--- src/rtl/key_pkg.sv ---
// Shared types and helpers for the push-button debouncer.
package key_pkg;

    typedef enum logic [1:0] {
        IDLE,
        PRESS_WAIT,
        PRESSED,
        RELEASE_WAIT
    } deb_state_t;

    localparam int unsigned CLK_HZ = 50000000;

    function automatic int unsigned cycles_from_ms(input int unsigned ms);
        return (CLK_HZ / 1000) * ms;
    endfunction

endpackage

--- src/rtl/debounce_channel.sv ---
// One key channel: 2-flop synchroniser, debounce FSM and counter.
// Auto-repeat on held keys is built only when KEY_REPEAT_EN is defined.
module debounce_channel
    import key_pkg::*;
#(
    parameter int unsigned DEBOUNCE_CYCLES = 8
`ifdef KEY_REPEAT_EN
    ,
    parameter int unsigned REPEAT_DELAY_CYCLES = 20,
    parameter int unsigned REPEAT_RATE_CYCLES  = 6
`endif
) (
    input  logic clk_i,
    input  logic rst_ni,
    input  logic key_n_i,
    output logic level_o,
    output logic press_o,
    output logic release_o
);

    localparam int unsigned CntW = $clog2(DEBOUNCE_CYCLES + 1);
    localparam logic [CntW-1:0] CntLast = CntW'(DEBOUNCE_CYCLES - 1);

    logic [1:0]      sync_q;
    logic            ksync;
    deb_state_t      state_q, state_d;
    logic [CntW-1:0] cnt_q, cnt_d;
    logic            press_q, press_d, accept_press;
    logic            release_q, release_d;

    // Raw key is active-low; ksync is 1 while pressed.
    assign ksync = ~sync_q[1];

    always_comb begin
        state_d      = state_q;
        cnt_d        = cnt_q;
        accept_press = 1'b0;
        release_d    = 1'b0;
        unique case (state_q)
            IDLE: begin
                if (ksync) begin
                    state_d = PRESS_WAIT;
                    cnt_d   = CntW'(1);
                end
            end
            PRESS_WAIT: begin
                if (!ksync) begin
                    state_d = IDLE;
                    cnt_d   = '0;
                end else if (cnt_q == CntLast) begin
                    state_d      = PRESSED;
                    cnt_d        = '0;
                    accept_press = 1'b1;
                end else begin
                    cnt_d = cnt_q + CntW'(1);
                end
            end
            PRESSED: begin
                if (!ksync) begin
                    state_d = RELEASE_WAIT;
                    cnt_d   = CntW'(1);
                end
            end
            RELEASE_WAIT: begin
                if (ksync) begin
                    state_d = PRESSED;
                    cnt_d   = '0;
                end else if (cnt_q == CntLast) begin
                    state_d   = IDLE;
                    cnt_d     = '0;
                    release_d = 1'b1;
                end else begin
                    cnt_d = cnt_q + CntW'(1);
                end
            end
            default: begin
                state_d = IDLE;
                cnt_d   = '0;
            end
        endcase
    end

`ifdef KEY_REPEAT_EN
    localparam int unsigned RepMax =
        (REPEAT_DELAY_CYCLES > REPEAT_RATE_CYCLES) ? REPEAT_DELAY_CYCLES : REPEAT_RATE_CYCLES;
    localparam int unsigned RepW = $clog2(RepMax + 1);

    logic [RepW-1:0] rep_cnt_q, rep_cnt_d;
    logic            rep_phase_q, rep_phase_d;
    logic            rep_fire;

    // Counts only while the key stays in PRESSED; any exit clears it, so a
    // release glitch restarts the initial delay.
    always_comb begin
        rep_cnt_d   = '0;
        rep_phase_d = 1'b0;
        rep_fire    = 1'b0;
        if (state_q == PRESSED && ksync) begin
            rep_phase_d = rep_phase_q;
            if (rep_cnt_q == (rep_phase_q ? RepW'(REPEAT_RATE_CYCLES - 1)
                                          : RepW'(REPEAT_DELAY_CYCLES - 1))) begin
                rep_fire    = 1'b1;
                rep_phase_d = 1'b1;
            end else begin
                rep_cnt_d = rep_cnt_q + RepW'(1);
            end
        end
    end

    always_ff @(posedge clk_i or negedge rst_ni) begin
        if (!rst_ni) begin
            rep_cnt_q   <= '0;
            rep_phase_q <= 1'b0;
        end else begin
            rep_cnt_q   <= rep_cnt_d;
            rep_phase_q <= rep_phase_d;
        end
    end

    assign press_d = accept_press | rep_fire;
`else
    assign press_d = accept_press;
`endif

    always_ff @(posedge clk_i or negedge rst_ni) begin
        if (!rst_ni) begin
            sync_q    <= 2'b11;
            state_q   <= IDLE;
            cnt_q     <= '0;
            press_q   <= 1'b0;
            release_q <= 1'b0;
        end else begin
            sync_q    <= {sync_q[0], key_n_i};
            state_q   <= state_d;
            cnt_q     <= cnt_d;
            press_q   <= press_d;
            release_q <= release_d;
        end
    end

    assign level_o   = (state_q == PRESSED) || (state_q == RELEASE_WAIT);
    assign press_o   = press_q;
    assign release_o = release_q;

endmodule

--- src/rtl/key_debouncer.sv ---
// Debounces N_KEYS active-low push-buttons into clean level and press/release strobes.
// Define KEY_REPEAT_EN to add auto-repeat press strobes on held keys.
module key_debouncer
    import key_pkg::*;
#(
    parameter int unsigned N_KEYS              = 4,
    parameter int unsigned DEBOUNCE_CYCLES     = cycles_from_ms(20),
    parameter int unsigned REPEAT_DELAY_CYCLES = 25000000,
    parameter int unsigned REPEAT_RATE_CYCLES  = 5000000
) (
    input  logic              CLOCK_50,
    input  logic              RESET_N,
    input  logic [N_KEYS-1:0] KEY,
    output logic [N_KEYS-1:0] key_level,
    output logic [N_KEYS-1:0] key_press,
    output logic [N_KEYS-1:0] key_release
);

    if (DEBOUNCE_CYCLES < 2 || REPEAT_DELAY_CYCLES < 1 || REPEAT_RATE_CYCLES < 1) begin : g_bad_cfg
        $error("key_debouncer: invalid cycle parameters");
    end

    for (genvar i = 0; i < N_KEYS; i++) begin : g_ch
        debounce_channel #(
            .DEBOUNCE_CYCLES     (DEBOUNCE_CYCLES)
`ifdef KEY_REPEAT_EN
            ,
            .REPEAT_DELAY_CYCLES (REPEAT_DELAY_CYCLES),
            .REPEAT_RATE_CYCLES  (REPEAT_RATE_CYCLES)
`endif
        ) u_ch (
            .clk_i     (CLOCK_50),
            .rst_ni    (RESET_N),
            .key_n_i   (KEY[i]),
            .level_o   (key_level[i]),
            .press_o   (key_press[i]),
            .release_o (key_release[i])
        );
    end

endmodule

--- config.mk ---
export PLATFORM = sky130hd
export DESIGN_NAME = key_debouncer
export DESIGN_NICKNAME = d
export VERILOG_FILES = /design/src/rtl/key_pkg.sv /design/src/rtl/debounce_channel.sv /design/src/rtl/key_debouncer.sv
export SDC_FILE = /design/constraint.sdc
export NUM_CORES = 1
export LEC_CHECK = 0
export CAP_MARGIN = 20
export CORE_ASPECT_RATIO = 0.5
export CORE_MARGIN = 2
export CORE_UTILIZATION = 29
export CTS_CLUSTER_DIAMETER = 30
export DETAILED_ROUTE_END_ITERATION = 12
export PLACE_DENSITY = 0.44
export SLEW_MARGIN = 20
export SYNTH_ARGS = -nofsm -noshare
export SYNTH_HDL_FRONTEND = slang
export SYNTH_SLANG_ARGS = --single-unit
--- constraint.sdc ---
create_clock -name CLOCK_50 -period 2.86 [get_ports CLOCK_50]
set_input_delay 0.572 -clock CLOCK_50 [delete_from_list [all_inputs] [get_ports CLOCK_50]]
set_output_delay 0.572 -clock CLOCK_50 [all_outputs]
set_load 0.03 [all_outputs]
==> flow_summary_export.csv, run 1 <==
group,metric,value,unit
sta,rsz0062_at_grt,"false",
run_status,status,"complete, no violations",
global_routing,grt_pass1_vias,4172,
synth,synth_top_cell_area_share,43.71,%
clock_tree,cts_resized,0,
synth,ys_seq_elements,104,
setup_path,ff2ff_setup_slack,530,ps
setup_path,required,3130,ps
setup_path,arrival,2590,ps
power,switching_power,759.3,uW
clock_tree,postCtsHoldBufs,0,
power,pwr-share-clk,42.2,%
worst_hold_path,hp-class,"input pin to asynchronous set/reset pin",
power,switching_share,24.87,%
die,die_w,198.7,um
clock_tree,clk_latency,350,ps
setup_path,crit_path_start_kind,"register",
global_routing,grt_max_degree,49,
synth,synth_nets,594,
global_routing,grt_use_total,13.01,%
power,p_leak,2.526,nW
clock_tree,cts_tree,"built",
detailed_routing,drt_first_pass_iters,4,
setup_path,r2r-start,"g_ch[0].u_ch.cnt_q[0]$_DFFE_PN0P_",
power,pwr_density_cell,497.1,nW/um^2
sta,fmax,430.1,MHz
global_routing,antenna_found_initial,0,
clock_tree,numCtsBuffers,9,
setup_path,endpoint_kind,"register",
placed_design,place_congestion,0.7615,
sta,slew_viol_final,0,
synth,synthArstFlopShare,100.0,%
synth,yosys-top-cells-area,"dfrtp_1, a31oi_1, nand2_1",
final_layout,area_delta_synth_final,11.72,%
synth,synth_cells,584,
setup_path,crit_type,"register to register",
setup_path,cp_top_family,"compound AO/OA/AOI/OAI gates",
detailed_routing,detail-route-antenna-nets,0,
synth,synth_edf_count,0,
clock_tree,clk_path_buf_depth,2,
setup_path,worst-path-buf-inv,2,
sta,fin_ws,534.9,ps
final_layout,drive_above_1_share,9.694,%
sta,timing.final.crit_period,2325,ps
detailed_routing,first_iter_violations,240,
final_layout,num_antenna_cells,0,
detailed_routing,vias,4359,
detailed_routing,detail_route.wl_per_cell,14.14,um
power,vdd_ir_drop_max,321.3,uV
global_routing,grt_pass1_wl,21020,um
flow_run,cap_viol_max_count,0,
sta,report.final.setup_viol,0,
placed_design,place_ws,525.9,ps
sta,finalClockSkew,9.288,ps
clock_tree,clock-sinks,104,
synth,synth_top_area_cell,"dfrtp_1",
setup_path,worstReg2RegEnd,"g_ch[0].u_ch.cnt_q[13]$_DFFE_PN0P_",
power,intPower,2.294,mW
setup_path,path_cells,"ha_1, nand3_1, nor4_2, buf_4, a21oi_2, buf_4, a31oi_1, a31oi_1",
synth,syn_avg_cell_area,9.412,sq um
synth,yosysMostFrequentCell,"dfrtp_1",
die,ios,18,
clock_tree,post_cts_buffers,0,
setup_path,r2r.worst_path.cells,8,
setup_path,cp_slowest_cell,"a21oi_2",
sta,hold_viol,0,
setup_path,critical_path.max_fanout,21,
sta,fin_tns_setup,0,ps
power,seqPwrFrac,51.3,%
synth,synthDistinctLibCells,59,
power,comb_power_share,6.4,%
detailed_routing,drt-total-wl,11980,um
synth,syn_area,5497,sq um
synth,synth_ff_type,"dfrtp_1",
synth,synth_common_cells,"dfrtp_1, nand2_1, a31oi_1",
synth,ys_seq_area_share,47.53,%
die,initial_core_util,29.74,%
die,core,18480,sq um
clock_tree,cts_root_buffer,"clkbuf_16",
sta,slew_headroom,46.74,%
sta,tightest_slew,798.9,ps
clock_tree,htreeDepth,3,
synth,yosysWarningCount,0,
detailed_routing,remaining_drc_errors,0,
setup_path,max_stage_delay,640,ps
die,std_cell_rows,35,
sta,fin_crit_sh,81.30,%
detailed_routing,via_per_inst,5.146,
placed_design,dp_hpwl,7992,um
die,die_h,101.4,um
global_routing,globalRoute.totalOverflow,0,
final_layout,final_nets,593,
placed_design,io_buffers,17,
die,design.die.area,20140,sq um
clock_tree,clkTransAtPathRegs,70,ps
-- worst max-delay path by stage --
stage | end | from | cells after the start | slack (ps)
after floorplan | g_ch[0].u_ch.cnt_q[1]$_DFFE_PN0P_ | g_ch[0].u_ch.cnt_q[0]$_DFFE_PN0P_ | 6 | 1010
after global placement | g_ch[0].u_ch.cnt_q[15]$_DFFE_PN0P_ | g_ch[0].u_ch.cnt_q[0]$_DFFE_PN0P_ | 8 | 580
after detailed placement | g_ch[0].u_ch.cnt_q[15]$_DFFE_PN0P_ | g_ch[0].u_ch.cnt_q[0]$_DFFE_PN0P_ | 8 | 530
after CTS | g_ch[0].u_ch.cnt_q[15]$_DFFE_PN0P_ | g_ch[0].u_ch.cnt_q[0]$_DFFE_PN0P_ | 8 | 510
after global routing | g_ch[0].u_ch.cnt_q[13]$_DFFE_PN0P_ | g_ch[0].u_ch.cnt_q[0]$_DFFE_PN0P_ | 8 | 280
final | g_ch[0].u_ch.cnt_q[13]$_DFFE_PN0P_ | g_ch[0].u_ch.cnt_q[0]$_DFFE_PN0P_ | 8 | 530
-- cells in the final DEF (no fill, tap or decap), drive strengths merged, types with 12 or more instances in the layout --
cell type	Yosys	final
a31oi	51	51
o21ai	21	21
and3	18	18
nor2	38	38
nor4	12	12
a21oi	45	45
nand4	14	14
nand3	35	35
clkdlybuf4s50	0	16
inv	11	13
nand2	68	68
dfrtp	96	96
-- routing by layer --
| layer | track usage (%) | up-vias | routed length (um) |
|---|---|---|---|
| met4 | 2.985 | 0 | 68 |
| met3 | 3.397 | 4 | 298 |
| met5 | 0 | - | 0 |
| met2 | 19.61 | 42 | 5124 |
| met1 | 18.69 | 2144 | 6489 |
| li1 | - | 2169 | - |
-- sequential cells by signal, summed over array words and instances, names as in the netlist, named ones only --
name                 flops
g_ch.u_ch.sync_q         8
g_ch.u_ch.cnt_q         80
g_ch.u_ch.press_o        4
g_ch.u_ch.release_o      4
g_ch.u_ch.state_q        4
-- through the flow --
step,utilization [%],hold slack [ps],std cells,instance area [sq um],power [mW]
6_report,33.23,191.4,847,6141,3.053
3_5_place_dp,31.58,347.5,831,5837,1.797
3_3_place_gp,31.58,346.0,831,5837,1.797
4_1_cts,33.23,207.0,847,6141,3.129
2_1_floorplan,-,276.4,584,5497,1.717
5_1_grt,33.23,233.5,847,6141,3.226
-- final cells by class --
cell class,count,area [sq um]
clock buffers,10,239.0
clock inverters,6,65.06
fillers,1926,12340
inverters,11,41.29
multi-input cells,431,2611
flip-flops and latches,104,2613
well taps,259,324.1
repair buffers,26,247.7
-- power by group through the flow --
stage          Combinational, mW  Clock [mW]  Sequential [mW]
3_5_place_dp               0.201           0             1.60
4_1_cts                    0.201        1.36             1.57
3_3_place_gp               0.200           0             1.60
6_report                   0.196        1.29             1.57
5_1_grt                    0.226        1.42             1.58
2_1_floorplan              0.133           0             1.58
-- kinds of logic (layout without fill, tap and decap cells) --
family / after synthesis / in the layout / share of synthesized area [%]
and+or+nand+nor: 237 / 237 / 23.10
adders and majority gates: 4 / 4 / 0.9106
muxes: 6 / 6 / 1.184
buffers and inverters: 49 / 53 / 4.962
DFF: 104 / 104 / 47.53
xor gates and xnor gates: 9 / 9 / 1.434
AOI/OAI and AO/OA: 175 / 175 / 20.87
(Power assumes the default switching activity.)
==> run 2: changes to the inputs <==
--- a/config.mk
+++ b/config.mk
@@ -11,7 +11,7 @@
 export CORE_UTILIZATION = 29
 export CTS_CLUSTER_DIAMETER = 30
 export DETAILED_ROUTE_END_ITERATION = 12
-export PLACE_DENSITY = 0.44
+export PLACE_DENSITY = 0.45
 export SLEW_MARGIN = 20
 export SYNTH_ARGS = -nofsm -noshare
 export SYNTH_HDL_FRONTEND = slang
==> constraint.sdc (replaced) <==
create_clock -name CLOCK_50 -period 2 [get_ports CLOCK_50]
set_input_delay 0.4 -clock CLOCK_50 [delete_from_list [all_inputs] [get_ports CLOCK_50]]
set_output_delay 0.4 -clock CLOCK_50 [all_outputs]
set_load 0.03 [all_outputs]
==> run 2 against run 1 <==
  * Critical path depth shrank 2
  * Final cell count is 6.0% higher
  * Clock skew shrank 2.2 ps
  * Largest cell class is now multi-input combinational cells
  * Clock power up 62%
  * Combinational power is 93% higher
  * Setup slack worse by 490 ps
==> flow_summary_export.csv, run 2 (synthesized netlist as in run 1, its figures left out) <==
group,metric,value,unit
clock_tree,clock-sinks,104,
sta,fin_ws,47.32,ps
sta,timing.final.crit_period,1953,ps
global_routing,grt_max_degree,37,
worst_hold_path,hp-class,"input pin to asynchronous set/reset pin",
sta,tightest_slew,659.7,ps
placed_design,place_ws,-157.4,ps
clock_tree,clkTransAtPathRegs,80,ps
clock_tree,cts_root_buffer,"clkbuf_16",
sta,rsz0062_at_grt,"true",
power,pwr_density_cell,697.9,nW/um^2
power,vdd_ir_drop_max,415.9,uV
final_layout,post-route-util,36.40,%
sta,finalClockSkew,7.068,ps
final_layout,reg_top3,"g_ch.u_ch.cnt_q: 80 flops, g_ch.u_ch.sync_q: 8 flops",
clock_tree,clk_latency,350,ps
die,die_h,101.4,um
setup_path,crit_path_start_kind,"register",
sta,slew_headroom,56.02,%
final_layout,largest_register,"g_ch.u_ch.cnt_q",
global_routing,antenna_found_initial,0,
detailed_routing,vias,4563,
detailed_routing,detail-route-antenna-nets,0,
sta,hold_viol,0,
setup_path,startpoint,"g_ch[1].u_ch.cnt_q[12]$_DFFE_PN0P_",
setup_path,ff2ff_setup_slack,50,ps
clock_tree,numCtsBuffers,9,
setup_path,r2r-start,"g_ch[1].u_ch.cnt_q[12]$_DFFE_PN0P_",
sta,fin_crit_sh,97.63,%
die,ios,18,
placed_design,dp_hpwl,8480,um
power,power,4.695,mW
detailed_routing,detail_route.wl_per_cell,14.40,um
die,initial_core_util,29.74,%
detailed_routing,first_iter_violations,216,
die,design.die.area,20140,sq um
sta,slew_viol_final,0,
final_layout,area_delta_synth_final,22.40,%
clock_tree,clk_path_buf_depth,2,
global_routing,grt_use_total,13.44,%
detailed_routing,remaining_drc_errors,0,
power,p_leak,2.872,nW
final_layout,final_nets,644,
global_routing,globalRoute.totalOverflow,0,
setup_path,crit_type,"register to register",
clock_tree,htreeDepth,3,
placed_design,io_buffers,17,
final_layout,largest_reg_flops,80,
placed_design,place_congestion,0.7356,
sta,fmax,512.1,MHz
die,std_cell_rows,35,
final_layout,drive_above_1_share,18.94,%
die,core,18480,sq um
run_status,status,"complete, no violations",
setup_path,critical_path.max_fanout,5,
global_routing,grt_pass1_vias,4290,
setup_path,arrival,2150,ps
global_routing,grt_pass1_wl,21700,um
detailed_routing,via_per_inst,5.081,
die,die_w,198.7,um
final_layout,num_antenna_cells,0,
setup_path,r2r.worst_path.cells,6,
detailed_routing,drt-total-wl,12930,um
sta,report.final.setup_viol,0,
setup_path,crit_path_end,"g_ch[1].u_ch.cnt_q[4]$_DFFE_PN0P_",
detailed_routing,drt_first_pass_iters,5,
final_layout,final_common_cell,"dfrtp_1",
setup_path,endpoint_kind,"register",
sta,fin_tns_setup,0,ps
setup_path,required,2200,ps
final_layout,mostFrequentLayoutCells,"dfrtp_1, nand2_1, buf_4",
flow_run,cap_viol_max_count,0,
setup_path,worstReg2RegEnd,"g_ch[1].u_ch.cnt_q[4]$_DFFE_PN0P_",
clock_tree,cts_tree,"built",
[run 2: cell types whose count changed in the layout (fill, tap and decap cells not counted), sizes merged]
cell,delta
clkbuf,-1
clkinvlp,-1
bufinv,+2
buf,+48
inv,+1
a21oi,+3
dlygate4sd2,+1
clkdlybuf4s50,-1
clkinv,-1
[run 2: worst max-delay path, stage by stage, from the launching register on]
cell     delay, ps
dfrtp_1        390
or4_4          550
nor4_4         300
buf_6          190
a21oi_4         90
a41oi_1        220
a31oi_1         60
[run 2: stage by stage]
step	instance area [sq um]	hold slack [ps]	std cells
2_1_floorplan	5497	104.4	584
3_3_place_gp	6205	346.5	875
3_5_place_dp	6205	348.4	875
4_1_cts	6570	5.608	892
5_1_grt	6728	19.52	898
6_report	6728	2.429	898
[run 2: repair_timing]
item,in CTS,in global routing
hold buffers,0,0
cloned,1,2
pin swaps,2,8
endpoints found under the hold margin,0,0
endpoints found under the setup margin,19,39
setup buffers,0,4
resized for setup,2,22
[run 2: report_power, final]
group | internal [mW] | switching (mW) | total (mW)
clock network | 1.24 | 0.851 | 2.09
registers | 2.17 | 0.0588 | 2.23
logic | 0.158 | 0.219 | 0.378
total | 3.57 | 1.13 | 4.70
[run 2: metal layers]
layer	global-route usage (%)	vias to the layer above	part of all wire, %
li1	-	2278	-
met5	0	-	0
met4	2.813	0	0.73
met2	21.19	62	44
met1	18.80	2216	52
met3	3.363	7	3.5
[run 2: worst min-delay path by stage]
stage / startpoint / cells after the start / end / slack (ps)
6_report: RESET_N / 1 / g_ch[2].u_ch.release_o$_DFF_PN0_ / 2
4_1_cts: RESET_N / 1 / g_ch[2].u_ch.press_o$_DFF_PN0_ / 6
5_1_grt: RESET_N / 1 / g_ch[2].u_ch.state_q[0]$_DFFE_PN0P_ / 20
3_3_place_gp: g_ch[2].u_ch.sync_q[0]$_DFF_PN1_ / 0 / g_ch[2].u_ch.sync_q[1]$_DFF_PN1_ / 350
3_5_place_dp: g_ch[3].u_ch.sync_q[0]$_DFF_PN1_ / 0 / g_ch[3].u_ch.sync_q[1]$_DFF_PN1_ / 350
2_1_floorplan: RESET_N / 0 / asynchronous set/reset pin / 100
[run 2: area by class of cell]
type                            instances  area (sq um)
Fill cell                            1928         11750
Multi-Input combinational cell        434          2748
Sequential cell                       104          2613
Timing Repair Buffer                   74         651.9
Tap cell                              259         324.1
Clock buffer                            9         225.2
Clock inverter                          7         125.1
Inverter                               11         41.29
==> run 3: changes to the inputs <==
--- a/config.mk
+++ b/config.mk
@@ -5,10 +5,11 @@
 export SDC_FILE = /design/constraint.sdc
 export NUM_CORES = 1
 export LEC_CHECK = 0
-export CAP_MARGIN = 20
+export CAP_MARGIN = 30
 export CORE_ASPECT_RATIO = 0.5
 export CORE_MARGIN = 2
 export CORE_UTILIZATION = 29
+export CTS_BUF_LIST = sky130_fd_sc_hd__clkbuf_8
 export CTS_CLUSTER_DIAMETER = 30
 export DETAILED_ROUTE_END_ITERATION = 12
 export PLACE_DENSITY = 0.45
==> run 3 against run 2 <==
  * Design area fell by 1.0%
  * Non-clock buffer count rose by 3
  * Count of clock-buffer cells in the layout did not move
  * Wire length rose by 1.3%
  * Critical path depth rose by 1
  * Critical endpoint is now g_ch[1].u_ch.cnt_q[7]$_DFFE_PN0P_
  * Maximum frequency rose by 0.94%
  * Hold slack improved by 360 ps
  * Largest cell class unchanged
  * Sequential share of layout area rose by 0.41 points
  * Flip-flop and latch count did not move
  * Largest power group unchanged
==> flow_summary_export.csv, run 3 (synthesized netlist as in run 1, its figures left out) <==
group,metric,value,unit
run_status,status,"complete, no violations",
die,core,18480,sq um
detailed_routing,vias,4594,
setup_path,critical_path.max_fanout,9,
detailed_routing,first_iter_violations,214,
flow_run,cap_viol_max_count,0,
final_layout,reg_top3,"g_ch.u_ch.cnt_q: 80 flops, g_ch.u_ch.sync_q: 8 flops",
sta,timing.final.crit_period,1935,ps
clock_tree,cts_tree,"built",
placed_design,dp_hpwl,8480,um
final_layout,final_nets,648,
worst_hold_path,hp-class,"register to register",
die,initial_core_util,29.74,%
setup_path,arrival,2180,ps
final_layout,drive_above_1_share,19.13,%
detailed_routing,drt-total-wl,13090,um
die,ios,18,
worst_hold_path,holdCritStartpoint,"g_ch[0].u_ch.sync_q[0]$_DFF_PN1_",
placed_design,dp_cells,875,
final_layout,num_antenna_cells,0,
final_layout,largest_register,"g_ch.u_ch.cnt_q",
die,design.die.area,20140,sq um
clock_tree,numCtsBuffers,9,
sta,slew_viol_final,0,
global_routing,grt_pass1_wl,21670,um
sta,finalClockSkew,11.94,ps
global_routing,grt_pass1_vias,4294,
power,p_leak,2.898,nW
die,std_cell_rows,35,
global_routing,grt_use_total,13.47,%
final_layout,area_delta_synth_final,21.12,%
sta,slew_headroom,57.02,%
setup_path,startpoint,"g_ch[1].u_ch.cnt_q[12]$_DFFE_PN0P_",
die,die_h,101.4,um
sta,fin_ws,65.50,ps
power,pwr_density_cell,640.9,nW/um^2
clock_tree,clkTransAtPathRegs,110,ps
clock_tree,clk_latency,380,ps
sta,hold_viol,0,
sta,fmax,516.9,MHz
detailed_routing,via_per_inst,5.093,
placed_design,place_ws,-157.4,ps
detailed_routing,remaining_drc_errors,0,
setup_path,endpoint_kind,"register",
placed_design,io_buffers,17,
global_routing,grt_max_degree,37,
global_routing,globalRoute.totalOverflow,0,
sta,rsz0062_at_grt,"false",
power,vdd_ir_drop_max,454.3,uV
final_layout,instances_no_fill,902,
placed_design,place_congestion,0.7356,
clock_tree,cts_root_buffer,"clkbuf_8",
final_layout,final_common_cell,"dfrtp_1",
sta,fin_tns_setup,0,ps
setup_path,r2r-start,"g_ch[1].u_ch.cnt_q[12]$_DFFE_PN0P_",
clock_tree,clock-sinks,104,
detailed_routing,detail-route-antenna-nets,0,
setup_path,crit_path_start_kind,"register",
final_layout,post-route-util,36.03,%
setup_path,crit_type,"register to register",
clock_tree,htreeDepth,3,
sta,tightest_slew,644.7,ps
setup_path,required,2240,ps
sta,report.final.setup_viol,0,
die,die_w,198.7,um
detailed_routing,detail_route.wl_per_cell,14.51,um
final_layout,largest_reg_flops,80,
clock_tree,clk_path_buf_depth,2,
sta,fin_crit_sh,96.73,%
detailed_routing,drt_first_pass_iters,5,
final_layout,mostFrequentLayoutCells,"dfrtp_1, nand2_1, buf_4",
global_routing,antenna_found_initial,0,
## run 3: final cells by class
cell class,instances,area (sq um)
clock inverters,7,125.1
multi-input cells,435,2746
well taps,259,324.1
fillers,1933,11820
inverters,11,41.29
flip-flops and latches,104,2613
clock buffers,9,123.9
repair buffers,77,684.4
## run 3: path summary, 6_finish.rpt
path	endpoint	slack, ps	cells after the start
setup / recovery	g_ch[1].u_ch.cnt_q[7]$_DFFE_PN0P_	70	7
hold / removal	g_ch[0].u_ch.sync_q[1]$_DFF_PN1_	360	0
setup reg to reg	g_ch[1].u_ch.cnt_q[7]$_DFFE_PN0P_	70	7
hold reg to reg	g_ch[0].u_ch.sync_q[1]$_DFF_PN1_	360	0
max in group asynchronous	g_ch[3].u_ch.sync_q[1]$_DFF_PN1_	850	3
min in group asynchronous	g_ch[2].u_ch.release_o$_DFF_PN0_	530	2
## run 3: what timing repair did
action,CTS,global route
hold buffers,1,0
hold endpoints to repair,23,0
endpoints found under the setup margin,19,46
cloned,1,3
resized for setup,2,24
setup buffers,0,6
pin swaps,2,9
## run 3: routing by layer
metal / up-vias / part of all wire [%] / wire length (um) / global-route usage, %
met3: 4 / 3.2 / 413 / 3.330
met5: - / 0 / 0 / 0
met1: 2237 / 52 / 6843 / 18.78
li1: 2286 / - / - / -
met4: 0 / 0.52 / 68 / 3.042
met2: 67 / 44 / 5767 / 21.22
## run 3: critical path: stages (launching register included)
cell	delay, ps
dfrtp_1	400
or4_4	550
nor4_4	210
buf_4	180
buf_4	130
a21oi_4	100
a31oi_1	180
a31oi_1	60
## run 3: power by group
| part | internal (mW) | switching [mW] | leakage [nW] |
|---|---|---|---|
| logic | 0.160 | 0.223 | 1.37 |
| clock network | 0.848 | 0.807 | 0.125 |
| registers | 2.17 | 0.0622 | 1.40 |
## run 3: stage by stage
step	hold slack, ps	power [mW]	instance area [sq um]
after floorplan	104.4	2.456	5497
after global placement	346.5	2.628	6205
after detailed placement	348.4	2.632	6205
after CTS	365.2	4.332	6479
after global routing	368.7	4.489	6658
final	363.8	4.267	6658
